===== config.mk =====
export PLATFORM = sky130hd
export DESIGN_NAME = pipe_addsub
export DESIGN_NICKNAME = d
export VERILOG_FILES = /design/src/rtl/alu_pkg.sv /design/src/rtl/addsub_chunk.sv /design/src/rtl/pipe_addsub.sv
export SDC_FILE = /design/constraint.sdc
export NUM_CORES = 1
export LEC_CHECK = 0
export CAP_MARGIN = 20
export CORE_MARGIN = 4
export CORE_UTILIZATION = 53
export CTS_CLUSTER_DIAMETER = 120
export DETAILED_ROUTE_END_ITERATION = 8
export PLACE_DENSITY = 0.77
export SLEW_MARGIN = 20
export SYNTH_ARGS = -nofsm -noshare
export SYNTH_HDL_FRONTEND = slang
export SYNTH_SLANG_ARGS = --single-unit

===== constraint.sdc =====
create_clock -name clk -period 18.4 [get_ports clk]
set_clock_uncertainty 0.1 [all_clocks]
set_input_delay 2.76 -clock clk [delete_from_list [all_inputs] [get_ports clk]]
set_output_delay 2.76 -clock clk [all_outputs]
set_load 0.005 [all_outputs]

===== src/rtl/alu_pkg.sv =====
// alu_pkg: op encodings, flag bundle and saturation helper shared by the ALU arithmetic units
package alu_pkg;
  localparam logic ALU_ADD = 1'b0;
  localparam logic ALU_SUB = 1'b1;
  typedef struct packed {
    logic c;
    logic v;
    logic n;
    logic z;
  } flags_t;
  typedef struct packed {
    logic msb;
    logic fill;
  } sat_t;
  // A wrapped result with MSB set came from positive overflow, so clamp to max; otherwise to min
  function automatic sat_t sat_limit(input logic raw_msb);
    return '{msb: !raw_msb, fill: raw_msb};
  endfunction
endpackage


===== src/rtl/addsub_chunk.sv =====
// addsub_chunk: combinational CW-bit adder with carry-in, carry-out and carry into the chunk MSB
module addsub_chunk #(
  parameter int CW = 16
) (
  input  logic [CW-1:0] a,
  input  logic [CW-1:0] b,
  input  logic          ci,
  output logic [CW-1:0] s,
  output logic          co,
  output logic          cm
);
  assign {co, s} = {1'b0, a} + {1'b0, b} + {{CW{1'b0}}, ci};
  assign cm = a[CW-1] ^ b[CW-1] ^ s[CW-1];
endmodule


===== src/rtl/pipe_addsub.sv =====
// pipe_addsub: chunk-pipelined signed add/subtract with valid/ready handshake and C/V/N/Z flags
// Define PIPE_ADDSUB_SAT_EN to clamp signed overflow to the representable limits.
module pipe_addsub import alu_pkg::*; #(
  parameter int WIDTH  = 64,
  parameter int STAGES = 4,
  parameter int TAG_W  = 4
) (
  input  logic             clk,
  input  logic             rst_n,
  input  logic             flush,
  input  logic             in_valid,
  output logic             in_ready,
  input  logic             in_op,
  input  logic [WIDTH-1:0] in_a,
  input  logic [WIDTH-1:0] in_b,
  input  logic [TAG_W-1:0] in_tag,
  output logic             out_valid,
  input  logic             out_ready,
  output logic [WIDTH-1:0] out_sum,
  output logic [TAG_W-1:0] out_tag,
  output logic             out_c,
  output logic             out_v,
  output logic             out_n,
  output logic             out_z
);
  localparam int CW = WIDTH / STAGES;
  if (WIDTH % STAGES != 0) begin : g_bad
    $error("pipe_addsub: WIDTH must be divisible by STAGES");
  end
  logic             en;
  logic             v_q [STAGES];
  logic             c_q [STAGES];
  logic [WIDTH-1:0] d_q [STAGES];
  logic [WIDTH-1:0] b_q [STAGES];
  logic [TAG_W-1:0] t_q [STAGES];
  flags_t           f_q;
  assign en = !(out_valid && !out_ready);
  assign in_ready = en && !flush;
  // d carries finished sum chunks below stage k and unconsumed a chunks above; b shifts down one chunk per stage
  for (genvar k = 0; k < STAGES; k++) begin : g_st
    logic [WIDTH-1:0] d_i, b_i, d_n, d_r;
    logic [TAG_W-1:0] t_i;
    logic             c_i, vi, co, cm;
    logic [CW-1:0]    s;
    if (k == 0) begin : g_in
      assign d_i = in_a;
      assign b_i = (in_op == ALU_ADD) ? in_b : ~in_b;
      assign c_i = (in_op == ALU_SUB);
      assign vi  = in_valid && in_ready;
      assign t_i = in_tag;
    end else begin : g_link
      assign d_i = d_q[k-1];
      assign b_i = b_q[k-1];
      assign c_i = c_q[k-1];
      assign vi  = v_q[k-1];
      assign t_i = t_q[k-1];
    end
    addsub_chunk #(.CW(CW)) u_chunk (
      .a (d_i[k*CW +: CW]),
      .b (b_i[CW-1:0]),
      .ci(c_i),
      .s (s),
      .co(co),
      .cm(cm)
    );
    always_comb begin
      d_n = d_i;
      d_n[k*CW +: CW] = s;
    end
    if (k == STAGES-1) begin : g_out
      logic ovf, unused;
      logic [WIDTH-1:0] res;
      assign ovf = cm ^ co;
      assign unused = ^{b_q[k], c_q[k]};
`ifdef PIPE_ADDSUB_SAT_EN
      sat_t lim;
      assign lim = sat_limit(d_n[WIDTH-1]);
      assign res = ovf ? {lim.msb, {(WIDTH-1){lim.fill}}} : d_n;
`else
      assign res = d_n;
`endif
      assign d_r = res;
      always_ff @(posedge clk)
        if (!rst_n) f_q <= '0;
        else if (en) f_q <= '{c: co, v: ovf, n: res[WIDTH-1], z: (res == '0)};
    end else begin : g_mid
      logic unused;
      assign unused = cm;
      assign d_r = d_n;
    end
    always_ff @(posedge clk)
      if (!rst_n) begin
        v_q[k] <= 1'b0;
        c_q[k] <= 1'b0;
        d_q[k] <= '0;
        b_q[k] <= '0;
        t_q[k] <= '0;
      end else begin
        v_q[k] <= flush ? 1'b0 : en ? vi : v_q[k];
        if (en) begin
          c_q[k] <= co;
          d_q[k] <= d_r;
          b_q[k] <= b_i >> CW;
          t_q[k] <= t_i;
        end
      end
  end
  assign out_valid = v_q[STAGES-1];
  assign out_sum   = d_q[STAGES-1];
  assign out_tag   = t_q[STAGES-1];
  assign out_c     = f_q.c;
  assign out_v     = f_q.v;
  assign out_n     = f_q.n;
  assign out_z     = f_q.z;
endmodule


==> results of run 1 <==
registers in the layout, indices dropped and copies added (netlist names):
| signal | cells |
|---|---|
| c_q | 3 |
| b_q | 96 |
| d_q | 256 |
| out_v | 1 |
| v_q | 4 |
| t_q | 16 |
| out_n | 1 |
| out_z | 1 |
| out_c | 1 |
where the power goes:
group	switching, mW	leakage [nW]	internal [mW]	total [mW]
clock	0.312	0.657	0.500	0.812
combinational	0.0888	4.20	0.101	0.189
sequential	0.0164	4.49	1.00	1.02
total	0.418	9.34	1.60	2.02
metrics by stage:
stage	instance area [um2]	hold slack, ns	setup WS [ns]
6_report	21150	0.3708	11.18
5_1_grt	21140	0.3861	11.09
4_1_cts	21140	0.3697	11.19
3_5_place_dp	19800	0.3590	11.25
3_3_place_gp	19760	0.3409	11.39
2_1_floorplan	17340	0.3319	6.467
final cells by class:
type / instances / area share
Clock inverter: 21 / 0.01219
Tap cell: 435 / 0.02574
Antenna cell: 3 / 0.0003550
Multi-Input combinational cell: 826 / 0.2666
Clock buffer: 50 / 0.05112
Inverter: 27 / 0.004793
Sequential cell: 379 / 0.5344
Timing Repair Buffer: 220 / 0.1048
synth_stat cells (6+ instances only):
library cell	number
sky130_fd_sc_hd__nand4_1	9
sky130_fd_sc_hd__ha_1	60
sky130_fd_sc_hd__nand2b_1	11
sky130_fd_sc_hd__and3_1	262
sky130_fd_sc_hd__or3_1	6
sky130_fd_sc_hd__nor2_1	128
sky130_fd_sc_hd__mux2i_1	6
sky130_fd_sc_hd__clkbuf_1	75
sky130_fd_sc_hd__fa_1	7
sky130_fd_sc_hd__nor3_1	16
sky130_fd_sc_hd__dfxtp_1	8
sky130_fd_sc_hd__xnor2_1	78
sky130_fd_sc_hd__nor4_1	12
sky130_fd_sc_hd__a21oi_1	31
sky130_fd_sc_hd__o21ai_0	23
sky130_fd_sc_hd__buf_1	6
sky130_fd_sc_hd__xor2_1	38
sky130_fd_sc_hd__a21o_1	17
sky130_fd_sc_hd__edfxtp_1	371
sky130_fd_sc_hd__inv_1	27
sky130_fd_sc_hd__o21bai_1	11
sky130_fd_sc_hd__nand2_1	36
sky130_fd_sc_hd__o21a_1	6
sky130_fd_sc_hd__nand3_1	7
logic make-up after synthesis:
kind of cell | Yosys count | synth area share
AND/OR/NAND/NOR | 506 | 0.1579
flip-flops | 379 | 0.6517
AO/OA/AOI/OAI | 130 | 0.05174
XOR/XNOR | 116 | 0.05859
buffers and inverters | 112 | 0.02453
adder cells (fa/ha/maj) | 67 | 0.05137
multiplexers | 7 | 0.004113
worst max-delay path by stage:
stage,to,slack [ns],depth (start not counted)
floorplan,b_q[0][0],6.47,3
finish,in_ready,11.18,4
detailed placement,in_ready,11.25,4
global route,in_ready,11.09,4
CTS,in_ready,11.19,4
global placement,in_ready,11.39,4
critical path, stage by stage:
cell and delay, ns:
sky130_fd_sc_hd__clkdlybuf4s50_1 0.42, sky130_fd_sc_hd__nor2b_1 0.52, sky130_fd_sc_hd__nor2_1 0.15, sky130_fd_sc_hd__clkdlybuf4s50_1 0.51
layer usage:
layer  track usage  vias to the layer above  share of wire
met5             0                        -         0.0020
met4       0.07399                       10          0.036
met3       0.04277                       79          0.068
met2        0.3160                      306           0.49
met1        0.2366                     5032           0.41
li1              -                     5209              -
==> results by stage, run 1 <==
Logic synthesis:
- The largest area contributor in the netlist is sky130_fd_sc_hd__edfxtp_1.
- Yosys attributes the largest share of cell area to sky130_fd_sc_hd__edfxtp_1 64%, sky130_fd_sc_hd__and3_1 9.5%, sky130_fd_sc_hd__ha_1 4.3%.
- The share of the Yosys chip area taken by registers is 0.6517.
- The number of nets handed over by synthesis was 1522.
- The number of synthesized register bits is 379.
- A synthesized cell averages 13.17 um2.
- Of the post-synthesis cell area, the dominant cell type holds 0.6425.
- The top flip-flop cell by instance count after synthesis is sky130_fd_sc_hd__edfxtp_1.
- Of all flip-flops after synthesis, the portion carrying an async set or reset was 0.
- The number of synthesized flops with an enable pin is 371.
- The cell area after synthesis is 17340 um2.
- The cell count after synthesis came out at 1317.
- The netlist uses 60 different library cells.
- The count of synthesis-stage warnings from yosys is 0.

Power and ir drop:
- Power comes to 2.020 mW.
- The largest voltage drop on the vdd net is 0.07163 mV.
- For this design the static power due to leakage is 9.344 nW.
- The ratio of total power to cell area is 95.54 nW/um2.

Detailed routing:
- After detailed routing, the number of remaining DRC violations is 0.
- After detailed routing, the average wire length per cell comes to 17.31 um.
- The routed design has 33.94 mm of wire.
- Before antenna repair, the detailed router went through 5 iterations.
- Using the TritonRoute via totals, the vias-per-cell ratio works out to 5.424.
- The detailed router finished its first iteration with 796 violations.
- The count of nets left with antenna violations once routing finished came out at 0.
- The routed via count is 10.64k.

Worst setup path:
- The top fanout value on the critical path is 7.
- The endpoint class of the critical path is a primary output.
- The critical path arrival is 4.36 ns.
- The end of the worst register-to-register path is out_z.
- The critical setup path kind is input pin to primary output.
- In this run the critical register-to-register path is launched from b_q[1][0].
- Data on the critical path is required at its endpoint by 15.54 ns.
- Tracing the worst setup path back leads to its startpoint at out_ready.
- The number of cells on the worst reg-to-reg path is 10.
- The setup check on the worst reg-to-reg path leaves a slack of 15.00 ns.
- The worst setup path is launched from an input pin.

Floorplanning:
- The overall die area is 35680 um2.
- The number of rows in the core area is 65.
- The die width is 188.9 um.
- The total core area is 31880 um2.
- The vertical die dimension is 188.9 um.
- The I/O pin count is 212.
- For this configuration, the core starts out at a cell density of 0.5439.

STA:
- For this run, the top clock speed supported by timing is 138.5 MHz.
- The final setup violation count is 0.
- The share of the clock period used by the worst path after layout is 0.3923.
- The final-report max-slew violation count was 0.
- Headroom to the max-slew limit came out at 0.2484.
- The number of hold-slack violations in the final timing report came to 0.
- The final setup TNS is 0 ns.
- The clock period minus final worst setup slack is 7.218 ns.
- Setup repair after global routing left no endpoint under its margin.
- For the pin with the worst max-slew slack, the measured transition is 1.127 ns.

Flow run:
- The reported max-cap violation count is 0.

Clock network:
- The number of buffers inserted during clock tree synthesis is 40.
- The number of buffers added to fix hold violations after cts is 0.
- The clock reaches the later pin of the worst-skew pair after 0.51 ns.
- The CTS tree is yes.
- CTS saw 379 sinks.
- After clock tree synthesis, the clock-pin slew on the worst setup and hold paths is 0.06 ns.
- The largest buffer count on any clock path is 3.
- The level count of the clock H-tree is 2.
- Once the clock tree was built, the resizer swapped 0 gates to a different size.
- The post-CTS setup buffer count is 0.
- CTS placed an instance of sky130_fd_sc_hd__clkbuf_16 at the clock tree root.

Layout:
- For this run, the number of standard cells in the final layout without fillers is 1961.
- In the layout the commonest cells are 371 x sky130_fd_sc_hd__edfxtp_1, 262 x sky130_fd_sc_hd__and3_1, 209 x sky130_fd_sc_hd__clkdlybuf4s50_1.
- Summing all flip-flop and latch instances after layout gives 11300 um2.
- The final layout contains 1699 nets.
- The count of filler cells inserted in the layout is 2377.
- The share of cells above drive strength 1 is 0.05515.
- Leaving out fill and tap cells, the most frequent cell in the layout is sky130_fd_sc_hd__edfxtp_1.
- Measured on the finished design, the core utilization comes to 0.6633.
- The layout-stage area growth over the synthesis result is 21.94%.
- In the final layout, the multi-input gates occupy 5637 um2.

Global route:
- The first-pass GRT wire length is 53.84 mm.
- The initial antenna violation count is 7.
- The pin count of the biggest net entering global routing is 212.
- The residual overflow from global routing is 0.
- Across every metal layer, demand over resource in global routing totals 0.1871.
- The number of global-route vias before repair was 10.42k.

Status:
- The flow ran to the end, and the final reports show no timing, DRC or antenna violations.

Hold path:
- The path category of the worst min-delay check is flop to flop.
- The worst min-delay path endpoint is v_q[0].
- Counting instances, the worst hold path has a depth of 2.
- The startpoint identified for the worst hold timing path is v_q[0].

Placement:
- The last weighted congestion value of the routability-driven placer is 0.8443.
- Input and output buffers added on the ports amount to 211.
- After detailed placement, the design holds a cell count of 1887.
- The total half-perimeter wirelength after legalization and detailed placement is 22.18 mm.
(Power assumes the default switching activity.)
==> run 2: changes to the inputs <==
Settings changed: CORE_UTILIZATION 53 to 51.
Clock period 18.4 ns to 6.3 ns, I/O delays scaled along.
==> run 2 against run 1 <==
Net effect:
- cell count grew 0.36%
- clock power grew to 2.9 times the previous value
- largest power group unchanged
- highest routed layer unchanged
- via count shrank 1.2%
- global-route usage shrank 0.82 points
- clock-buffer cell count shrank 6
==> results by stage, run 2 (synthesized netlist as in run 1, its figures left out) <==
Layout:
- d_q holds more flip-flops than any other register.
- The share of cells above drive strength 1 is 0.05658.
- In the final design database the tool counted 1697 nets.
- From synthesis to final layout, the design area changed by 21.75%.
- The final design area excluding fillers is 21110 um2.
- The register with the most flip-flops in the layout has 256 of them.
- The largest registers in the layout are d_q: 256 flops, b_q: 96 flops, t_q: 16 flops.
- Fill cells in the final layout number 2551.
- The library cells used most frequently in the layout, excluding fill and tap cells, are 371 x sky130_fd_sc_hd__edfxtp_1, 262 x sky130_fd_sc_hd__and3_1, 209 x sky130_fd_sc_hd__clkdlybuf4s50_1.
- The number of antenna diodes is 0.
- Leaving out fill and tap cells, the most frequent cell in the layout is sky130_fd_sc_hd__edfxtp_1.

Power and ir drop:
- In this run the power density over the cells is 277.8 nW/um2.
- The static leakage is 9.316 nW.
- The largest voltage drop on the vdd net is 0.1697 mV.

Detailed routing:
- In the final routed layout, each cell accounts on average for 16.97 um.
- Detailed routing inserted a total of 10.51k vias.
- Summed over all layers, the routed wires come to 33.41 mm.
- The number of search-and-repair iterations in the first detailed-routing pass is 5.
- The remaining design rule violation count is 0.
- The number of vias per cell is 5.340.
- For this block, the initial DRC count from the detailed router was 574.
- Once detail routing completed, the nets flagged for antenna violations numbered 0.

Worst setup path:
- The worst setup path is captured at a primary output.
- Data arrives at the worst endpoint at 2.75 ns.
- The setup check on the worst reg-to-reg path leaves a slack of 2.88 ns.
- In this run the critical register-to-register path is launched from d_q[2][48].
- By startpoint and endpoint, the worst setup path is classified as input pin to primary output.
- The required time of the critical path is 5.25 ns.
- Following the worst setup path forward leads to its endpoint at in_ready.
- The end of the worst register-to-register path is out_z.
- Measured in cells, the most critical reg-to-reg path has a length of 10.
- Tracing the worst setup path back leads to its startpoint at out_ready.
- The type of element launching the critical path is an input pin.
- The top fanout value on the critical path is 7.

Hold path:
- The worst hold path cell count is 2.
- The path category of the worst min-delay check is flop to flop.
- In this run the most critical hold path is launched from v_q[1].

Global route:
- The pin count of the biggest net entering global routing is 115.
- Global routing finished with a remaining overflow of 0.
- The initial antenna violation count is 3.
- The overall fraction of global-route tracks in use is 0.1789.
- The number of global-route vias before repair was 10.18k.
- The first global-routing pass estimated 52.74 mm of wire.

Floorplanning:
- The total core area is 33530 um2.
- In this run the horizontal extent of the chip is 192.4 um.
- The effective utilization at floorplan is 0.5171.
- In this run the core area contains 67 standard-cell rows.
- The die covers 37010 um2.
- In this run the vertical extent of the chip is 192.4 um.
- The I/O pin count is 212.

Placement:
- Summing all placed instances gives a cell area of 19800 um2.
- The last weighted congestion value of the routability-driven placer is 0.8330.
- Detailed placement finished with a half-perimeter wire length of 22.55 mm.
- The pre-CTS setup slack is 2.012 ns.
- The number of input and output port buffers inserted is 211.

STA:
- Setup repair after global routing left no endpoint under its margin.
- The number of hold-slack violations in the final timing report is 0.
- Dividing the final minimum period by the clock period gives 0.6028.
- The final setup violation count is 0.
- The least setup slack across all paths after layout is 2.503 ns.
- The clock period minus final worst setup slack is 3.797 ns.
- The slew at the pin closest to its max-slew limit is 1.019 ns.
- The final-report max-slew violation count is 0.
- The final setup TNS is 0 ns.
- The worst pin sits at a relative slew slack of 0.3192.
- The top achievable clock speed is 263.3 MHz.

Clock network:
- Buffers inserted to repair hold after CTS numbered 0.
- The post-CTS resize count is 0.
- The level count of the clock H-tree is 2.
- Post-CTS timing repair inserted 0 buffers for setup.
- The CTS tree is yes.
- Clock-pin slew was measured on the worst setup and hold paths at 0.06 ns.
- Clock latency on the worst-skew pair, taken at its later pin, is 0.52 ns.
- In this run the clock root is driven by a sky130_fd_sc_hd__clkbuf_16.
- The number of buffers inserted during clock tree synthesis is 39.
- The largest buffer count on any clock path is 3.
- The TritonCTS sink count is 379.

Status:
- The flow ran to the end, and the final reports show no timing, DRC or antenna violations.

Flow run:
- The reported max-cap violation count is 0.
## run 2: critical path, cell delays in order
cell and delay, ns:
sky130_fd_sc_hd__clkdlybuf4s50_1 0.44, sky130_fd_sc_hd__nor2b_1 0.80, sky130_fd_sc_hd__nor2_1 0.09, sky130_fd_sc_hd__clkdlybuf4s50_1 0.48
## run 2: layout make-up
type | instances | area, um2 | area share
clock buffers | 44 | 1037 | 0.04913
clock inverters | 25 | 271.5 | 0.01286
inverters | 27 | 101.3 | 0.004800
multi-input cells | 826 | 5645 | 0.2674
flip-flops and latches | 379 | 11300 | 0.5353
well taps | 448 | 560.5 | 0.02655
repair buffers | 219 | 2196 | 0.1040
## run 2: where the power goes
group | switching (mW) | leakage (nW) | total [mW] | internal, mW
clock | 0.913 | 0.644 | 2.34 | 1.43
sequential | 0.0471 | 4.49 | 2.97 | 2.93
combinational | 0.262 | 4.19 | 0.554 | 0.292
## run 2: how the worst min path moves through the flow
stage and to:
6_report v_q[1], 5_1_grt v_q[1], 4_1_cts v_q[0], 3_5_place_dp v_q[0], 3_3_place_gp v_q[1], 2_1_floorplan v_q[1]
## run 2: metrics by stage
stage	utilization	hold slack [ns]	cells	total power, mW
floorplan	-	0.3319	1317	3.349
global placement	0.5906	0.3381	1899	3.559
detailed placement	0.5906	0.3529	1899	3.580
CTS	0.6296	0.3606	1968	5.923
global route	0.6296	0.3821	1968	6.108
finish	0.6296	0.3598	1968	5.865
## run 2: per-layer routing
layer,up-vias,share of wire,global-route usage
met5,-,0.0012,0
met4,6,0.031,0.06007
met3,68,0.065,0.03527
met2,294,0.49,0.2988
met1,4934,0.41,0.2366
li1,5208,-,-
